===== config.mk =====
export PLATFORM = sky130hd
export DESIGN_NAME = pipe_stage_chain
export DESIGN_NICKNAME = d
export VERILOG_FILES = /design/src/rtl/pipe_stage_chain.sv
export SDC_FILE = /design/constraint.sdc
export NUM_CORES = 1
export LEC_CHECK = 0
export BUFFER_PORTS_ARGS = -buffer_cell sky130_fd_sc_hd__buf_2
export CORE_MARGIN = 2
export CORE_UTILIZATION = 55
export DETAILED_ROUTE_END_ITERATION = 8
export HOLD_SLACK_MARGIN = 0.02
export PLACE_DENSITY = 0.88
export SKIP_LAST_GASP = 1
export SYNTH_ARGS = -nofsm -noshare
export SYNTH_HDL_FRONTEND = slang
export SYNTH_SLANG_ARGS = --single-unit

===== constraint.sdc =====
create_clock -name CLK -period 9.9 [get_ports CLK]
set_clock_uncertainty 0.2 [all_clocks]
set_input_delay 0.99 -clock CLK [delete_from_list [all_inputs] [get_ports CLK]]
set_output_delay 0.99 -clock CLK [all_outputs]
set_load 0.02 [all_outputs]

===== src/rtl/pipe_stage_chain.sv =====
// Elastic chain of STAGES payload registers with valid/ready backpressure,
// per-stage flush, bubble collapsing and wrap-around performance counters.
module pipe_stage_chain #(
   parameter int WIDTH  = 32,
   parameter int STAGES = 4,
   parameter int CNT_W  = 32
) (
   input  logic                          CLK,
   input  logic                          RST,
   input  logic                          in_valid,
   output logic                          in_ready,
   input  logic [WIDTH-1:0]              in_data,
   output logic                          out_valid,
   input  logic                          out_ready,
   output logic [WIDTH-1:0]              out_data,
   input  logic [STAGES-1:0]             flush,
   output logic [$clog2(STAGES+1)-1:0]   occupancy,
   output logic [CNT_W-1:0]              accepted_count,
   output logic [CNT_W-1:0]              delivered_count,
   output logic [CNT_W-1:0]              flushed_count
);

   localparam int OCC_W = $clog2(STAGES+1);

   logic [STAGES-1:0] valid_q;
   logic [WIDTH-1:0]  data_q [STAGES];
   logic [STAGES:0]   rdy;
   logic              rdy_carry;
   logic [STAGES-1:0] live;
   logic [STAGES-1:0] load;
   logic [STAGES-1:0] leave;
   logic [WIDTH-1:0]  up_data [STAGES];
   logic [CNT_W-1:0]  kill_sum;
   logic [OCC_W-1:0]  occ_sum;

   // Ready ripples from the output end back toward stage 0; a flushed stage refuses input.
   always_comb begin
      rdy         = '0;
      rdy_carry   = out_ready;
      rdy[STAGES] = out_ready;
      for (int i = STAGES - 1; i >= 0; i--) begin
         rdy_carry = ~flush[i] & (~valid_q[i] | rdy_carry);
         rdy[i]    = rdy_carry;
      end
   end

   assign live = valid_q & ~flush;

   always_comb begin
      load  = '0;
      leave = '0;
      for (int i = 0; i < STAGES; i++) begin
         up_data[i] = in_data;
      end
      load[0] = in_valid & rdy[0];
      for (int i = 1; i < STAGES; i++) begin
         load[i]    = live[i-1] & rdy[i];
         up_data[i] = data_q[i-1];
      end
      for (int i = 0; i < STAGES; i++) begin
         leave[i] = live[i] & rdy[i+1];
      end
   end

   // Flush wins over everything and leaves the stale payload in place.
   always_ff @(posedge CLK or posedge RST) begin
      if (RST) begin
         valid_q <= '0;
         for (int i = 0; i < STAGES; i++) begin
            data_q[i] <= '0;
         end
      end else begin
         for (int i = 0; i < STAGES; i++) begin
            if (flush[i]) begin
               valid_q[i] <= 1'b0;
            end else if (load[i]) begin
               valid_q[i] <= 1'b1;
               data_q[i]  <= up_data[i];
            end else if (leave[i]) begin
               valid_q[i] <= 1'b0;
            end
         end
      end
   end

   always_comb begin
      kill_sum = '0;
      occ_sum  = '0;
      for (int i = 0; i < STAGES; i++) begin
         kill_sum = kill_sum + CNT_W'(valid_q[i] & flush[i]);
         occ_sum  = occ_sum + OCC_W'(valid_q[i]);
      end
   end

   always_ff @(posedge CLK or posedge RST) begin
      if (RST) begin
         accepted_count  <= '0;
         delivered_count <= '0;
         flushed_count   <= '0;
      end else begin
         accepted_count  <= accepted_count + CNT_W'(in_valid & in_ready);
         delivered_count <= delivered_count + CNT_W'(out_valid & out_ready);
         flushed_count   <= flushed_count + kill_sum;
      end
   end

   assign in_ready  = rdy[0];
   assign out_valid = live[STAGES-1];
   assign out_data  = data_q[STAGES-1];
   assign occupancy = occ_sum;

endmodule


==> results of run 1 <==
-- layout by cell type (no fill, tap or decap), types with 10 or more instances in the layout --
cell and instances:
clkbuf_8 10, xor2_1 28, inv_1 15, clkbuf_16 25
nand3_1 35, xnor2_1 62, and3_1 17, nand2_1 36
mux2_2 127, nor2_1 19, nand4_1 14, buf_2 172
dfrtp_1 228
-- per-layer routing --
| metal | global-route usage [%] | share of wire (%) | vias up |
|---|---|---|---|
| li1 | - | - | 2678 |
| met1 | 27.49 | 43 | 2900 |
| met2 | 32.63 | 49 | 144 |
| met3 | 4.527 | 5.9 | 31 |
| met4 | 6.481 | 2.2 | 0 |
| met5 | 0 | 0 | - |
-- worst max path at each step --
stage / startpoint / to / cells after the start
6_report: valid_q[0] / occupancy[1] / 6
3_5_place_dp: flush[0] / flushed_count[8] / 9
4_1_cts: valid_q[0] / occupancy[1] / 6
5_1_grt: valid_q[1] / occupancy[1] / 6
2_1_floorplan: RST / accepted_count[0] / 1
3_3_place_gp: flush[0] / flushed_count[8] / 9
-- kinds of logic (layout without fill, tap and decap cells) --
| group | after synthesis | after routing | share of synthesized area, % |
|---|---|---|---|
| flip-flops | 228 | 228 | 59.88 |
| AND/OR/NAND/NOR | 168 | 168 | 10.23 |
| multiplexers | 128 | 128 | 15.13 |
| XOR/XNOR | 90 | 90 | 8.273 |
| buffers and inverters | 67 | 237 | 4.202 |
| adder cells (fa/ha/maj) | 11 | 11 | 1.760 |
| AO/OA/AOI/OAI | 9 | 9 | 0.5253 |
| other | 0 | 2 | 0 |
-- report_power, final --
group          switching (uW)  internal [uW]  leakage [uW]  total, uW
registers                90.2           1080       0.00298       1170
clock network             356            588      0.000425        944
logic                     136            139       0.00234        275
-- registers in the layout, summed over array words and instances (netlist names) --
| register | cells |
|---|---|
| out_data | 32 |
| valid_q | 4 |
| delivered_count | 32 |
| accepted_count | 32 |
| data_q | 96 |
| flushed_count | 32 |
-- layout make-up --
cell class,count,area [um^2]
tap,225,281.5
clock buffer,39,778.2
inverter,16,67.56
timing repair buffer,177,898.4
multi-input combinational,406,3440
fill,1294,5862
clock inverter,5,78.83
antenna,2,5.005
sequential,228,5705
-- worst max-delay path, stage by stage, from the launching register on --
cell and delay, ns:
dfrtp_1 0.38, inv_1 0.08, fa_1 0.53, inv_1 0.04, ha_1 0.17, ha_1 0.26, buf_2 0.17
-- through the flow --
stage	instance area (um^2)	hold WS [ns]	instances	setup slack, ns	util (%)
3_5_place_dp	10390	0.2606	1052	6.220	60.72
4_1_cts	11250	0.2749	1096	6.543	65.72
3_3_place_gp	10390	0.2520	1052	6.245	60.72
6_report	11250	0.2730	1098	6.568	65.75
5_1_grt	11250	0.2889	1098	6.472	65.75
2_1_floorplan	9528	0.2522	701	2.462	-
==> metrics.cfg, run 1 <==
[timing]
period_needed_ns=3.332
worstMarginPinSlew_ns=0.9966
rsz0062_at_grt=false
timing.slew.headroom_pct=33.56
final.setup.tns_ns=0
setup_viol=0
fmax_mhz=300.1
final_hold_viol_count=0
finalCritPeriodShare_pct=33.66
report.final.slew_viol_count=0

[synthesis]
netlist_top_cells_count=228 x dfrtp_1, 127 x mux2_2, 62 x xnor2_1
synthArstFlopShare_pct=100.0
synthFlopType=dfrtp_1
synth_cells=701
syn-num-nets=752
synth_area_mm2=0.009528
synth_edf_count=0
synth_area_leaders=dfrtp_1 60%, mux2_2 15%, xnor2_1 5.7%, buf_4 2.8%, xor2_1 2.6%
yosysWarnings=0
ys_seq_area_share_pct=59.88
postSynthAreaPerCell_um2=13.59
netlist.area_leader.share_pct=59.88
synth_most_common_cell=dfrtp_1
ys_seq_elements=228
yosysTopAreaCell=dfrtp_1
synth.distinct_cells=39

[global_route]
grt_use_total_pct=20.23
antenna_found_initial=3
grt_max_degree=151
grt_pass1_wl_mm=29.77
grt_pass1_vias=5805
grt_overflow=0

[clocking]
postCtsHoldBufs=0
cts_tree=built
cts_max_level=1
cts_root_buf=clkbuf_16
cts.sink_count=228
clockBufferDepth=3
path_clk_slew_ns=0.06
cts_resized=0
cts_made_buffers=24
cts_setup_buffers=0
insertion_delay_ns=0.51

[die]
core_mm2=0.01712
initial_core_util_pct=55.67
io_pins=173
fp-row-count=48
die_area_mm2=0.01839
die_w_um=135.6
fp.dieH_um=135.6

[outcome]
status=completed

[critical_path]
r2r_slack_ns=6.93
start_kind=register
cp_data_arrival_time_ns=2.14
rr_startpoint=valid_q[2]
reg2regPathDepth=8
crit_fanout=4
r2r-end=flushed_count[8]
worstPathRequired_ns=8.71
crit_type=reg -> out
cp-end-kind=output pin

[pwr]
p_leak_uw=0.005742
p_total_uw=2387
peakVddDrop_mv=0.1476
powerDensity_mw_per_mm2=212.1

[detailed_routing]
drt_iter0_markers=181
route.detailed.drc=0
vias=5753
antenna_left=0
drt-total-wl_mm=18.50
wl_per_cell_um=16.85
viasPerCell=5.240
dr.pass1.iters=4

[flow_run]
drv_cap=0

[hold_path]
hp-class=reg -> reg
whs_endpoint=accepted_count[31]
hold_start=accepted_count[31]
holdPathStages=1

[finish]
syn2layout_area_growth_pct=18.12
drive_gt1_share_pct=41.79
final_nets=904

[placement]
portBuffers=172
dp_hpwl_mm=12.15
gp_congestion=0.7982

Note: power is estimated with default switching activity, not from simulation.
==> inputs of run 2 (changes only) <==
Settings changed: CORE_UTILIZATION 55 to 50, PLACE_DENSITY 0.88 to 0.85.
Clock period 9.9 ns to 2.8 ns, I/O delays scaled along.
==> metrics.cfg, run 2 (synthesis results as in run 1) <==
[hold_path]
holdPathStages=4  ; +3
whs_endpoint=accepted_count[0]
hold_start=flush[0]
hp-class=in -> reg

[timing]
fmax_mhz=370.3
final_hold_viol_count=0  ; unchanged
finalCritPeriodShare_pct=96.43
worstMarginPinSlew_ns=0.8861  ; -0.1105 ns
setup_viol=0  ; unchanged
report.final.slew_viol_count=0  ; unchanged
timing.slew.headroom_pct=40.81  ; +7.2 points
period_needed_ns=2.700
setup_ws_ns=0.09984  ; -6.468 ns

[finish]
postLayoutCellArea_mm2=0.01206  ; +7.2%
largest_register_ffs=96  ; unchanged
multi_input_comb_area_mm2=0.003540  ; +2.9%
drive_gt1_share_pct=43.28  ; +1.5 points
regMostFlops=data_q
layout_common_cells=228 x dfrtp_1, 172 x buf_2, 127 x mux2_2
fin_cells=1173  ; +6.8%
syn2layout_area_growth_pct=26.58
final_nets=974  ; +7.7%
seq_area_mm2=0.005705  ; unchanged
fin_util_pct=64.47  ; -1.3 points
final_common_cell=dfrtp_1
nFillCells=1344  ; +3.9%

[die]
die_w_um=142.0  ; +4.7%
io_pins=173  ; unchanged
fp-row-count=50  ; +4.2%
initial_core_util_pct=50.94  ; -4.7 points
core_mm2=0.01871  ; +9.3%
fp.dieH_um=142.0  ; +4.7%
die_area_mm2=0.02018  ; +9.7%

[critical_path]
cp_data_arrival_time_ns=2.88  ; +0.74 ns
worstPathRequired_ns=2.98  ; -5.73 ns
reg2regPathDepth=11  ; +3
r2r-end=accepted_count[29]
cp-end-kind=register
crit_type=in -> reg
rr_startpoint=valid_q[3]
start_kind=primary input
r2r_slack_ns=0.1  ; -6.83 ns
crit_fanout=4  ; unchanged

[pwr]
powerDensity_mw_per_mm2=707.9  ; +230%
p_total_uw=8537  ; +260%
peakVddDrop_mv=0.5022  ; +240%
p_leak_uw=0.006089  ; +6.0%

[placement]
dp_hpwl_mm=12.88  ; +6.1%
place_area_mm2=0.01067  ; +2.6%
portBuffers=172  ; unchanged
dpl.cell_count=1082  ; +2.9%
preCtsSetupSlack_ns=-0.02596  ; -6.246 ns
gp_congestion=0.8544  ; +7.0%

[global_route]
grt_pass1_wl_mm=32.15  ; +8.0%
antenna_found_initial=0  ; -3
grt_pass1_vias=6296  ; +8.5%
grt_max_degree=45  ; -70%
grt_overflow=0  ; unchanged
grt_use_total_pct=19.77  ; -0.47 points

[detailed_routing]
antenna_left=0  ; unchanged
vias=6055  ; +5.2%
drt-total-wl_mm=19.55  ; +5.7%
viasPerCell=5.162  ; -1.5%
drt_iter0_markers=183  ; +1.1%
dr.pass1.iters=4  ; unchanged
route.detailed.drc=0  ; unchanged
wl_per_cell_um=16.66  ; -1.1%

[clocking]
cts_root_buf=clkbuf_16
insertion_delay_ns=0.51  ; about the same
cts_tree=built
path_clk_slew_ns=0.06  ; about the same
cts_made_buffers=24  ; unchanged
clockBufferDepth=3  ; unchanged
cts.sink_count=228  ; unchanged
cts_max_level=1  ; unchanged

[outcome]
status=completed

[flow_run]
drv_cap=0  ; unchanged

==> run 2: critical path, stage by stage <==
cell and delay, ns:
dlygate4sd3_1 0.54, buf_2 0.11, nand2_1 0.07, fa_1 0.48
inv_1 0.06, fa_2 0.41, fa_2 0.39, and3_4 0.19
and3_1 0.21, xor2_2 0.15
==> run 2: repair_timing <==
item                       in CTS  in global routing
cloned                          0                  0
buffers inserted                3                  4
resized for setup               4                 14
setup endpoints to repair       6                 20
pin swaps                       4                 10
hold endpoints to repair       59                  0
hold buffers                   42                  0
==> run 2: layout make-up <==
class | instances | area share [%]
Clock buffer | 32 | 5.737
Tap cell | 234 | 2.428
Sequential cell | 228 | 47.31
Timing Repair Buffer | 247 | 13.40
Inverter | 16 | 0.5291
Multi-Input combinational cell | 406 | 29.35
Antenna cell | 1 | 0.02075
Clock inverter | 9 | 1.224
==> run 2: worst max-delay path by stage <==
| stage | cells after the start | end | slack [ns] | startpoint |
|---|---|---|---|---|
| after floorplan | 1 | accepted_count[0] | -0.66 | RST |
| after global placement | 9 | flushed_count[8] | 0.06 | flush[0] |
| after detailed placement | 11 | accepted_count[22] | -0.03 | valid_q[3] |
| after CTS | 13 | accepted_count[28] | 0.002 | flush[2] |
| after global routing | 11 | accepted_count[29] | -0.04 | valid_q[3] |
| final | 10 | flushed_count[8] | 0.1 | flush[2] |
==> run 2: report_power, final <==
group	leakage, uW	internal (uW)	switching [uW]	total (uW)
registers	0.00298	3810	318	4130
logic	0.00270	576	495	1070
clock network	0.000413	2090	1250	3340
total	0.00609	6480	2060	8540
==> run 2: per-stage QoR <==
stage | setup TNS [ns] | hold slack, ns
floorplan | -150.71 | 0.1431
global placement | 0 | 0.2504
detailed placement | -0.08850 | 0.2557
CTS | 0 | 0.09763
global route | -0.03574 | 0.08095
finish | 0 | 0.08091
==> run 2: metal layers <==
| metal | wire, um | GRT usage [%] |
|---|---|---|
| met5 | 0 | 0 |
| met4 | 389 | 5.211 |
| met3 | 976 | 3.802 |
| met2 | 9701 | 34.05 |
| met1 | 8479 | 25.80 |
